[config.mk]
export PLATFORM = sky130hd
export DESIGN_NAME = neuron_mac
export DESIGN_NICKNAME = d
export VERILOG_FILES = /design/src/rtl/neuron_mac.sv
export SDC_FILE = /design/constraint.sdc
export NUM_CORES = 1
export LEC_CHECK = 0
export CAP_MARGIN = 20
export CORE_ASPECT_RATIO = 1.75
export CORE_MARGIN = 8
export CORE_UTILIZATION = 37
export DETAILED_ROUTE_END_ITERATION = 8
export PLACE_DENSITY = 0.55
export SYNTH_ARGS = -nofsm -noshare
export SYNTH_HDL_FRONTEND = slang
export SYNTH_SLANG_ARGS = --single-unit
[constraint.sdc]
create_clock -name clk_i -period 13.7 [get_ports clk_i]
set_clock_uncertainty 0.05 [all_clocks]
set_input_delay 2.055 -clock clk_i [delete_from_list [all_inputs] [get_ports clk_i]]
set_output_delay 2.055 -clock clk_i [all_outputs]
set_load 0.01 [all_outputs]
[src/rtl/neuron_mac.sv]
// neuron_mac: streaming signed multiply-accumulate with per-vector bias,
// arithmetic right scaling and signed saturation. It feeds the sigmoid LUT.
//
// state | meaning
// ------+----------------------------------------------------------------
// ACCUM | accepting (x,w) beats; ready_o=1; acc holds the running sum
// OUT   | result held on z_o/sat_o with valid_o=1 until downstream takes it
module neuron_mac #(
   parameter int width_p     = 8,
   parameter int acc_width_p = 24,
   parameter int shift_p     = 4
) (
   input  logic               clk_i,
   input  logic               reset_i,
   input  logic               valid_i,
   output logic               ready_o,
   input  logic [width_p-1:0] x_i,
   input  logic [width_p-1:0] w_i,
   input  logic [width_p-1:0] bias_i,
   input  logic               last_i,
   output logic               valid_o,
   input  logic               ready_i,
   output logic [width_p-1:0] z_o,
   output logic               sat_o
);

   typedef enum logic {ACCUM = 1'b0, OUT = 1'b1} state_t;

   localparam logic signed [acc_width_p-1:0] MAX_V = acc_width_p'((2 ** (width_p - 1)) - 1);
   localparam logic signed [acc_width_p-1:0] MIN_V = -acc_width_p'(2 ** (width_p - 1));

   state_t                          r_state;
   state_t                          w_state_nxt;
   logic signed [acc_width_p-1:0]   r_acc;
   logic                            r_first;
   logic                            r_valid;
   logic [width_p-1:0]              r_z;
   logic                            r_sat;

   logic                            w_accept;
   logic                            w_take;
   logic signed [2*width_p-1:0]     w_prod;
   logic signed [acc_width_p-1:0]   w_prod_ext;
   logic signed [acc_width_p-1:0]   w_bias_sh;
   logic signed [acc_width_p-1:0]   w_acc_nxt;
   logic signed [acc_width_p-1:0]   w_s;
   logic [width_p-1:0]              w_z_nxt;
   logic                            w_sat_nxt;

   // ready_o is a function of state only; reset forces it low so nothing is
   // accepted while the stage is held in reset.
   assign ready_o = reset_i & (r_state == ACCUM);
   assign valid_o = r_valid;
   assign z_o     = r_z;
   assign sat_o   = r_sat;

   // Product, bias alignment, next accumulator value and saturated result.
   always_comb begin
      w_prod     = $signed(x_i) * $signed(w_i);
      w_prod_ext = acc_width_p'(w_prod);
      w_bias_sh  = acc_width_p'($signed(bias_i)) <<< shift_p;
      w_acc_nxt  = (r_first ? w_bias_sh : r_acc) + w_prod_ext;
      w_s        = w_acc_nxt >>> shift_p;
      w_z_nxt    = w_s[width_p-1:0];
      w_sat_nxt  = 1'b0;
      if (w_s > MAX_V) begin
         w_z_nxt   = MAX_V[width_p-1:0];
         w_sat_nxt = 1'b1;
      end else if (w_s < MIN_V) begin
         w_z_nxt   = MIN_V[width_p-1:0];
         w_sat_nxt = 1'b1;
      end
   end

   // Next-state logic and handshake qualifiers.
   always_comb begin
      w_state_nxt = r_state;
      w_accept    = 1'b0;
      w_take      = 1'b0;
      case (r_state)
         ACCUM: begin
            w_accept = valid_i & ready_o;
            if (w_accept && last_i) w_state_nxt = OUT;
         end
         OUT: begin
            w_take = r_valid & ready_i;
            if (w_take) w_state_nxt = ACCUM;
         end
         default: w_state_nxt = ACCUM;
      endcase
   end

   // State register.
   always_ff @(posedge clk_i or negedge reset_i) begin
      if (!reset_i) r_state <= ACCUM;
      else          r_state <= w_state_nxt;
   end

   // Accumulator, first-beat flag and registered result.
   always_ff @(posedge clk_i or negedge reset_i) begin
      if (!reset_i) begin
         r_acc   <= '0;
         r_first <= 1'b1;
         r_valid <= 1'b0;
         r_z     <= '0;
         r_sat   <= 1'b0;
      end else begin
         if (w_accept) begin
            if (last_i) begin
               r_acc   <= '0;
               r_first <= 1'b1;
               r_valid <= 1'b1;
               r_z     <= w_z_nxt;
               r_sat   <= w_sat_nxt;
            end else begin
               r_acc   <= w_acc_nxt;
               r_first <= 1'b0;
            end
         end
         if (w_take) r_valid <= 1'b0;
      end
   end

endmodule

# Yosys cells after proc, flatten, opt, wreduce, memory -nomap -nowiden
# Cells that the tools add are included.
[classes]
n_addsub = 1
n_mul = 1
magnitude_cmp = 2
n_mux = 15
bitwise_logic = 4
reduce_logical = 5
[ops]
columns = ["op", "n"]
rows = [
  ["$mux W24", 2],
  ["$add A24 B16 Y24", 1],
  ["$gt A20 B8 Y1 const B", 1],
  ["$lt A20 B8 Y1 const B", 1],
  ["$mul A8 B8 Y16", 1],
  ["$mux W8", 2],
  ["$mux W1", 10],
  ["$reduce_and A2 Y1", 2],
  ["$reduce_bool A2 Y1", 2],
  ["$and A1 B1 Y1", 3],
  ["$pmux W1 S2", 1],
  ["$logic_and A1 B1 Y1", 1],
  ["$not A1 Y1", 1],
]
[totals]
reg_bits = 36
word_cells = 34

# Longest topological paths before layout
# Gate-level depths: netlist of run 1.
[logic_depth]
ltp_word = 6
ltp_mapped = 24
depth_no_buf = 22

# Worst setup path after synthesis of run 1
# Ideal clock, no wire load.
[synth_timing]
path_kind = "input-to-reg"
start = "input port w_i[1]"
end = "register r_sat (netlist: sat_o)"
arrival_ps = 7580
t_required_ps = 13510
setup_slack_ps = 5930
path_stages = 19
path_buffers = 1
cell_sequence = "clkbuf_1 > and2_1 > inv_1 > fa_1 > inv_1 > fa_1 > fa_1 > fa_1 > ha_1 > ha_1 > a21oi_1 > nor2b_1 > or3_4 > a21o_2 > xnor2_2 > and4bb_2 > nand3b_1 > nor4_2 > a21oi_1"
[synth_via]
elab_chain_len = 5
elab_cells_between_ends = 6
classes_between = "add/sub (1); mul (1); order compare (2); mux (2)"
[synth_lines]
columns = ["item", "line_no", "text"]
rows = [
  ["from (decl)", "18", "input logic [width_p-1:0] w_i,"],
  ["$mul A8 B8 Y16 (*)", "59", "w_prod = $signed(x_i) * $signed(w_i);"],
  ["$add A24 B16 Y24 (*)", "62", "w_acc_nxt = (r_first ? w_bias_sh : r_acc) + w_prod_ext;"],
  ["$lt A20 B8 Y1", "69", "end else if (w_s < MIN_V) begin"],
  ["$mux W1", "69", ""],
  ["$mux W1 (*)", "66", "if (w_s > MAX_V) begin"],
  ["to (signal assigned)", "114", "r_sat <= w_sat_nxt;"],
  ["to (decl)", "38", "logic r_sat;"],
]
# Every way passes the cells marked *; elsewhere a longest branch is shown, timed or not.
# A chain may end at the register's enable or synchronous reset.

# Worst setup path after layout of run 1
[layout_timing]
start = "input port w_i[2]"
end = "register r_z[1] (netlist: z_o[1])"
[layout_via]
elab_chain_len = 5
elab_cells_between_ends = 6
classes_between = "add/sub (1); mul (1); order compare (2); mux (2)"
[layout_lines]
columns = ["item", "line_no", "text"]
rows = [
  ["$mul A8 B8 Y16 (*)", "59", ""],
  ["$add A24 B16 Y24 (*)", "62", ""],
  ["$lt A20 B8 Y1", "69", ""],
  ["$mux W8", "69", ""],
  ["$mux W8 (*)", "66", ""],
  ["to (signal assigned)", "113", "r_z <= w_z_nxt;"],
  ["to (decl)", "37", "logic [width_p-1:0] r_z;"],
]
# Marks and branches as above.

==> results.json, run 1 <==
{
  "outcome": "complete, no violations",
  "gp_congestion": 0.8572,
  "crit_slowest_cell": "clkdlybuf4s50_1",
  "async_reset_ff_share_pct": 100.0,
  "port_buffers": 39,
  "cpPeakStageDelay_ns": 0.61,
  "dp_hpwl_um": 13380,
  "holdWs_ns": 0.4284,
  "num_vias": 4502,
  "io_pins": 40,
  "startpoint_type": "input port",
  "clkLatencyLatePin_ns": 0.28,
  "syn_nets": 804,
  "grt_pass1_vias": 5089,
  "synth_top_area_cell": "fa_1",
  "holdPathStages": 2,
  "yosys.area.top_type_share_pct": 34.08,
  "synth-edff-count": 0,
  "path_buf_inv": 4,
  "antenna-diode-count": 0,
  "first_pass_iters": 4,
  "critPathLaunch": "w_i[2]",
  "cts_resized": 0,
  "clockBufferDepth": 2,
  "fin_nets": 840,
  "cts_tree": "yes",
  "synth_area_mm2": 0.006110,
  "path_cells": "clkdlybuf4s50_1 -> nand2_1 -> inv_1 -> fa_1 -> inv_1 -> fa_1 -> inv_1 -> fa_1 -> fa_1 -> ha_1 -> ha_1 -> and3_4 -> and4_1 -> a211oi_2 -> a41o_1 -> nor3b_2 -> o32a_1 -> nor2_1 -> a31o_2 -> a221o_1",
  "path_max_fanout": 10,
  "grtUsageTotal_pct": 15.72,
  "yosysWarningCount": 0,
  "reg2reg_to": "z_o[1]",
  "synth_cells": 617,
  "grt_max_degree": 38,
  "yosysUniqueCellTypes": 71,
  "relSlewSlack_pct": 38.82,
  "synth-seq-cells": 36,
  "hp-class": "flip-flop to flip-flop",
  "path_class": "input port to flip-flop",
  "final_hold_viol_count": 0,
  "seq_area_frac_synth_pct": 14.77,
  "min_from": "r_acc[3]",
  "finalCritPeriodShare_pct": 62.41,
  "clock-root-buffer": "clkbuf_16",
  "chipWidth_um": 113.1,
  "antenna_found_initial": 0,
  "maxCapViolCount": 0,
  "drive_gt1_share_pct": 5.972,
  "r2r_slack_ns": 6.69,
  "via_per_inst": 5.328,
  "die_height_um": 186.0,
  "syn_to_final_growth_pct": 12.23,
  "setup_viol": 0,
  "tightestPinTransition_ns": 0.9177,
  "critical_path_arrival_ns": 8.66,
  "drcViolationCount": 0,
  "cts-buffers-inserted": 5,
  "slew_violations": 0,
  "wl_um": 15550,
  "endpoint_kind": "flip-flop",
  "clock_sinks": 36,
  "layout_min_cycle_time_ns": 8.550,
  "ys_top_cells_by_area": "fa_1 (34%), dfrtp_1 (14%), ha_1 (11%), inv_1 (6.7%), nand2_1 (4.2%)",
  "syn_area_per_cell_um2": 9.902,
  "ff2ff_path_depth": 18,
  "grt_pass1_wl_um": 25830,
  "synth_flop_cell": "dfrtp_1",
  "clkSlewWorstSetupHoldPaths_ns": 0.05,
  "cts_setup_buffers": 0,
  "initial_core_util_pct": 37.50,
  "wl_per_cell_um": 18.40,
  "required_ns": 13.81,
  "overflow": 0,
  "core_mm2": 0.01629,
  "worstReg2RegStart": "r_first",
  "cp_top_family": "adder cells",
  "row_count": 62,
  "grt_setup_unrepaired": "no",
  "drtIter0Drc": 209,
  "hold_end": "r_acc[3]",
  "crit_path_frequent_cell": "fa_1",
  "cts-hold-fix-buffers": 0,
  "fmax_ghz": 0.1170,
  "setup_tns_ns": 0,
  "htree_levels": 2,
  "drtAntennaViolNets": 0,
  "dieArea_mm2": 0.02104
}
-- cells by family (layout without fill, tap and decap cells) --
| family | count (synthesis) | count (layout) | share of synthesized area, % |
|---|---|---|---|
| muxes | 8 | 8 | 1.331 |
| adders and majority gates | 158 | 158 | 45.14 |
| DFF | 36 | 36 | 14.77 |
| and+or+nand+nor | 161 | 161 | 14.25 |
| AOI/OAI and AO/OA | 110 | 110 | 13.03 |
| buffers and inverters | 124 | 160 | 8.376 |
| xor gates and xnor gates | 20 | 20 | 3.113 |
-- cell usage in the layout (no fill, tap or decap), types with 3 or more instances in the layout --
| cell type | n |
|---|---|
| inv_1 | 109 |
| fa_1 | 104 |
| nand2_1 | 68 |
| ha_1 | 54 |
| clkdlybuf4s50_1 | 38 |
| and2_1 | 35 |
| dfrtp_1 | 35 |
| a21oi_1 | 22 |
| o21ai_0 | 22 |
| nor2_1 | 21 |
| xnor2_1 | 11 |
| a22o_1 | 10 |
| mux2i_1 | 7 |
| xor2_1 | 7 |
| o21bai_1 | 5 |
| o31ai_1 | 5 |
| nand3_1 | 5 |
| a211o_1 | 5 |
| clkbuf_16 | 5 |
| a21o_1 | 4 |
| a31oi_1 | 4 |
| nor2b_1 | 3 |
| a211oi_2 | 3 |
| o211ai_1 | 3 |
| a31o_2 | 3 |
| a21o_2 | 3 |
| nor3_1 | 3 |
| buf_16 | 3 |
-- state kept, by name, indices dropped and copies added, names as in the netlist --
name / count
r_first: 1
sat_o: 1
r_acc: 24
valid_o: 1
r_state: 1
z_o: 8
-- routing by layer --
layer	track usage (%)	routed length [um]	vias to the layer above	part of all wire [%]
met1	15.10	5325	2270	34
met2	31.24	8868	108	57
met4	9.110	927	0	6.0
li1	-	-	2086	-
met3	1.722	423	38	2.7
met5	0	0	-	0
-- layout make-up --
class	instances	area, um^2
multi-input cells	457	4696
well taps	192	240.2
clock buffers	6	128.9
flip-flops and latches	36	902.1
inverters	111	416.7
clock inverters	1	5.005
fillers	1633	9434
repair buffers	42	467.9
-- worst max-delay path by stage --
stage	end	slack, ns	cells past startpoint
6_report	z_o[1]	5.15	20
5_1_grt	z_o[6]	4.73	20
4_1_cts	z_o[3]	4.78	19
3_5_place_dp	z_o[6]	4.52	19
3_3_place_gp	z_o[6]	4.54	19
2_1_floorplan	sat_o	5.93	19
-- through the flow --
stage	setup WS (ns)	area (um^2)	std cells	util (%)
floorplan	5.930	6110	617	-
global placement	4.539	6640	835	40.76
detailed placement	4.524	6640	835	40.76
CTS	4.781	6774	842	41.58
global route	4.726	6857	845	42.09
finish	5.150	6857	845	42.09
-- cell usage after synthesis (5+ instances only) --
library cell and number:
a22o_1 10, ha_1 54, nand2_1 68, xor2_1 7, nor2_1 21, o31ai_1 5
a21oi_1 22, clkbuf_1 8, nand3_1 5, o21ai_0 22, dfrtp_1 35, a211o_1 5
xnor2_1 11, and2_1 35, inv_1 109, mux2i_1 7, fa_1 104, o21bai_1 5
-- worst min-delay path: stages, from the launching register on --
cell     delay [ns]
dfrtp_1        0.34
nand2_1        0.04
o21ai_0        0.06
Power of run 1 is not shown: default switching activity piles up to over one toggle a cycle in this logic, so the estimate is an artifact.
==> run 2, diff against run 1 <==
--- a/config.mk
+++ b/config.mk
@@ -10,7 +10,7 @@
 export CORE_MARGIN = 8
 export CORE_UTILIZATION = 37
 export DETAILED_ROUTE_END_ITERATION = 8
-export PLACE_DENSITY = 0.55
+export PLACE_DENSITY = 0.57
 export SYNTH_ARGS = -nofsm -noshare
 export SYNTH_HDL_FRONTEND = slang
 export SYNTH_SLANG_ARGS = --single-unit
==> constraint.sdc (replaced) <==
create_clock -name clk_i -period 6.9 [get_ports clk_i]
set_clock_uncertainty 0.05 [all_clocks]
set_input_delay 1.035 -clock clk_i [delete_from_list [all_inputs] [get_ports clk_i]]
set_output_delay 1.035 -clock clk_i [all_outputs]
set_load 0.01 [all_outputs]
==> results.json, run 2 (synthesized netlist as in run 1, its figures left out) <==
{
  "grt_max_degree": 38,
  "port_buffers": 39,
  "fmax_ghz": 0.1502,
  "finish.utilization_pct": 48.46,
  "reg2reg_to": "z_o[0]",
  "grt_pass1_vias": 5705,
  "antenna_found_initial": 0,
  "tightestPinTransition_ns": 0.8313,
  "setup_tns_ns": 0,
  "drtIter0Drc": 269,
  "drtAntennaViolNets": 0,
  "ff2ff_path_depth": 18,
  "largest_reg_flops": 24,
  "slew_violations": 0,
  "placed_area_mm2": 0.007488,
  "layout_commonest_cell": "inv_1",
  "path_class": "input port to flip-flop",
  "holdPathStages": 2,
  "largest_register": "r_acc",
  "required_ns": 7.00,
  "cts_tree": "yes",
  "path_cells": "clkdlybuf4s50_1 -> buf_4 -> and2_1 -> fa_1 -> fa_1 -> inv_1 -> fa_1 -> inv_1 -> fa_1 -> ha_1 -> ha_1 -> nor2b_4 -> o2111a_1 -> or3_4 -> o41ai_2 -> a311oi_1 -> buf_4 -> nor3b_2 -> nor4b_4 -> nor3_4 -> a221o_1",
  "setup_viol": 0,
  "min_from": "z_o[7]",
  "crit_path_frequent_cell": "fa_1",
  "clockBufferDepth": 2,
  "startpoint_type": "input port",
  "cpPeakStageDelay_ns": 0.56,
  "dp_hpwl_um": 14520,
  "first_pass_iters": 4,
  "drcViolationCount": 0,
  "die_height_um": 186.0,
  "cp_top_family": "adder cells",
  "postLayoutCellArea_mm2": 0.007895,
  "via_per_inst": 5.241,
  "wl_um": 16910,
  "io_pins": 40,
  "drive_gt1_share_pct": 23.85,
  "initial_core_util_pct": 37.50,
  "instances_no_fill": 955,
  "syn_to_final_growth_pct": 29.22,
  "worstReg2RegStart": "r_first",
  "row_count": 62,
  "crit_slowest_cell": "fa_1",
  "cts-buffers-inserted": 5,
  "finalCritPeriodShare_pct": 96.51,
  "outcome": "complete, no violations",
  "grtUsageTotal_pct": 16.92,
  "grt_use_met1_pct": 16.05,
  "layout_min_cycle_time_ns": 6.659,
  "relSlewSlack_pct": 44.58,
  "endpoint_kind": "flip-flop",
  "final_cell_mix": "inv_1 (109), buf_4 (106), fa_1 (99)",
  "wl_per_cell_um": 17.71,
  "hp-class": "flip-flop to flip-flop",
  "r2r_slack_ns": 0.72,
  "path_buf_inv": 5,
  "fin_nets": 949,
  "grtUsageMet3_pct": 2.079,
  "overflow": 0,
  "path_max_fanout": 7,
  "core_mm2": 0.01629,
  "hold_end": "z_o[7]",
  "gp_congestion": 0.8940,
  "clkSlewWorstSetupHoldPaths_ns": 0.05,
  "grt_pass1_wl_um": 28080,
  "final_hold_viol_count": 0,
  "clock-root-buffer": "clkbuf_16",
  "clock_sinks": 36,
  "clkLatencyLatePin_ns": 0.27,
  "htree_levels": 2,
  "dieArea_mm2": 0.02104,
  "chipWidth_um": 113.1,
  "placed_cells": 943,
  "grt.busiest_layer": "met2",
  "grt_use_met2_pct": 33.35,
  "critical_path_arrival_ns": 6.76,
  "num_vias": 5005,
  "maxCapViolCount": 0,
  "antenna-diode-count": 0
}
run 2: worst max-delay path by stage:
stage	slack, ns	from	cells past startpoint	endpoint
finish	0.24	x_i[2]	21	z_o[0]
global route	-0.01	x_i[7]	23	z_o[0]
CTS	0.004	w_i[7]	21	z_o[0]
detailed placement	-0.43	x_i[7]	23	z_o[2]
global placement	-0.40	x_i[7]	24	z_o[6]
floorplan	0.15	w_i[1]	19	sat_o
run 2: repair_timing:
item,4_1_cts,5_1_grt
resized for setup,6,43
hold buffers,0,0
endpoints found under the setup margin,8,8
pin swaps,3,29
buffers inserted,0,3
run 2: metal layers:
layer / part of all wire, % / up-vias
met5: 0 / -
met4: 7.2 / 0
met3: 2.8 / 58
met2: 57 / 114
met1: 33 / 2521
li1: - / 2312
run 2: final cells by class:
| type | count | area [um^2] |
|---|---|---|
| fill | 1508 | 8396 |
| sequential | 36 | 902.1 |
| multi-input combinational | 457 | 4878 |
| inverter | 111 | 416.7 |
| clock buffer | 6 | 138.9 |
| clock inverter | 2 | 10.01 |
| timing repair buffer | 151 | 1309 |
| tap | 192 | 240.2 |
run 2: stage by stage:
step	setup WS [ns]	hold slack, ns
final	0.2406	0.4208
after floorplan	0.1501	0.3922
after global routing	-0.01209	0.4334
after global placement	-0.4030	0.4092
after CTS	0.004327	0.4247
after detailed placement	-0.4342	0.4118
run 2: tightest hold or removal path: stages (launching register included):
cell     delay (ns)
dfrtp_1        0.33
nand2_1        0.05
nand2_1        0.06
Power of run 2 is left out for the same reason.
==> run 3, diff against run 2 <==
--- a/config.mk
+++ b/config.mk
@@ -8,9 +8,9 @@
 export CAP_MARGIN = 20
 export CORE_ASPECT_RATIO = 1.75
 export CORE_MARGIN = 8
-export CORE_UTILIZATION = 37
+export CORE_UTILIZATION = 55
 export DETAILED_ROUTE_END_ITERATION = 8
-export PLACE_DENSITY = 0.57
+export PLACE_DENSITY = 0.76
 export SYNTH_ARGS = -nofsm -noshare
 export SYNTH_HDL_FRONTEND = slang
 export SYNTH_SLANG_ARGS = --single-unit
==> constraint.sdc (replaced) <==
create_clock -name clk_i -period 6.6 [get_ports clk_i]
set_clock_uncertainty 0.05 [all_clocks]
set_input_delay 0.99 -clock clk_i [delete_from_list [all_inputs] [get_ports clk_i]]
set_output_delay 0.99 -clock clk_i [all_outputs]
set_load 0.01 [all_outputs]
==> results.json, run 3 (synthesized netlist as in run 1, its figures left out) <==
{
  "fmax_ghz": 0.1538,
  "post-place-ws_ns": -0.6519,
  "grtUsageTotal_pct": 24.08,
  "grt_max_degree": 38,
  "clkLatencyLatePin_ns": 0.28,
  "outcome": "complete, no violations",
  "layout_min_cycle_time_ns": 6.503,
  "relSlewSlack_pct": 40.77,
  "postLayoutCellArea_mm2": 0.008079,
  "largest_register": "r_acc",
  "placed_cells": 890,
  "fin_nets": 966,
  "htree_levels": 2,
  "hp-class": "flip-flop to flip-flop",
  "required_ns": 6.72,
  "grt_pass1_wl_um": 27880,
  "m1WireLength_um": 5497,
  "setup_viol": 0,
  "first_pass_iters": 4,
  "final_hold_viol_count": 0,
  "slew_violations": 0,
  "path_class": "input port to flip-flop",
  "num_vias": 5270,
  "wl_um": 17290,
  "dp_hpwl_um": 14080,
  "finalCritPeriodShare_pct": 98.52,
  "antenna-diode-count": 0,
  "initial_core_util_pct": 55.67,
  "antenna_found_initial": 0,
  "row_count": 51,
  "drtIter0Drc": 319,
  "startpoint_type": "input port",
  "drcViolationCount": 0,
  "cts-buffers-inserted": 5,
  "fin_ws_ns": 0.09735,
  "tightestPinTransition_ns": 0.8852,
  "critical_path_arrival_ns": 6.62,
  "io_pins": 40,
  "final_cell_mix": "buf_4 (122), inv_1 (106), fa_1 (100)",
  "clockBufferDepth": 2,
  "die_height_um": 155.4,
  "path_max_fanout": 8,
  "clock-root-buffer": "clkbuf_16",
  "layout_commonest_cell": "buf_4",
  "wl_per_cell_um": 18.96,
  "gp_congestion": 0.9661,
  "cts_tree": "yes",
  "syn_to_final_growth_pct": 32.23,
  "overflow": 0,
  "cts-hold-fix-buffers": 0,
  "endpoint_kind": "flip-flop",
  "dieArea_mm2": 0.01487,
  "wl_met2_um": 9716,
  "placed_area_mm2": 0.007462,
  "instances_no_fill": 912,
  "via_per_inst": 5.779,
  "core_mm2": 0.01098,
  "grt_pass1_vias": 5920,
  "largest_reg_flops": 24,
  "maxCapViolCount": 0,
  "highest_layer": "met4",
  "setup_tns_ns": 0,
  "clkSlewWorstSetupHoldPaths_ns": 0.06,
  "chipWidth_um": 95.67,
  "clock_sinks": 36,
  "fillers": 737,
  "drtAntennaViolNets": 0,
  "port_buffers": 39,
  "wl_met3_um": 577,
  "drive_gt1_share_pct": 27.44
}
[run 3: path summary, 6_finish.rpt]
kind / start / to / slack (ns) / cells past startpoint
worst max-delay path: bias_i[7] / z_o[3] / 0.1 / 21
worst min-delay path: r_acc[0] / r_acc[0] / 0.42 / 2
worst max register to register: r_first / z_o[3] / 0.29 / 19
worst min register to register: r_acc[0] / r_acc[0] / 0.42 / 2
max in group asynchronous: reset_i / r_acc[12] / 5.22 / 1
min in group asynchronous: reset_i / r_acc[1] / 0.75 / 1
[run 3: metrics by stage]
step	hold slack, ns	utilization (%)
detailed placement	0.4129	67.99
global route	0.4661	73.61
finish	0.4240	73.61
global placement	0.4095	67.99
floorplan	0.3922	-
CTS	0.4260	70.71
[run 3: critical path, cell delays in order]
cell	delay, ns
clkdlybuf4s50_1	0.45
and2_4	0.20
a21oi_1	0.06
buf_4	0.16
fa_1	0.47
fa_1	0.52
inv_1	0.06
fa_1	0.52
fa_1	0.50
ha_1	0.34
ha_4	0.19
a211oi_4	0.26
nor2_2	0.08
buf_4	0.15
nor4b_4	0.28
o21bai_1	0.15
xor2_1	0.19
nand3b_1	0.24
nor4b_4	0.40
nor3_4	0.10
a211o_1	0.29
[run 3: repair_timing]
item | CTS | global route
endpoints found under the setup margin | 9 | 8
buffers inserted | 5 | 8
resized for setup | 31 | 47
pin swaps | 18 | 41
[run 3: metal layers]
layer / up-vias / track usage, %
met4: 0 / 17.10
met2: 168 / 44.68
met1: 2662 / 22.91
met5: - / 0
li1: 2347 / -
met3: 93 / 3.280
[run 3: cell type report]
class | count | area (um^2) | share of cell area [%]
clock buffers | 5 | 125.1 | 1.549
clock inverters | 3 | 42.54 | 0.5266
inverters | 111 | 420.4 | 5.204
repair buffers | 168 | 1398 | 17.30
multi-input cells | 457 | 5026 | 62.21
flip-flops and latches | 36 | 902.1 | 11.17
well taps | 132 | 165.2 | 2.044
Power of run 3 is left out for the same reason.
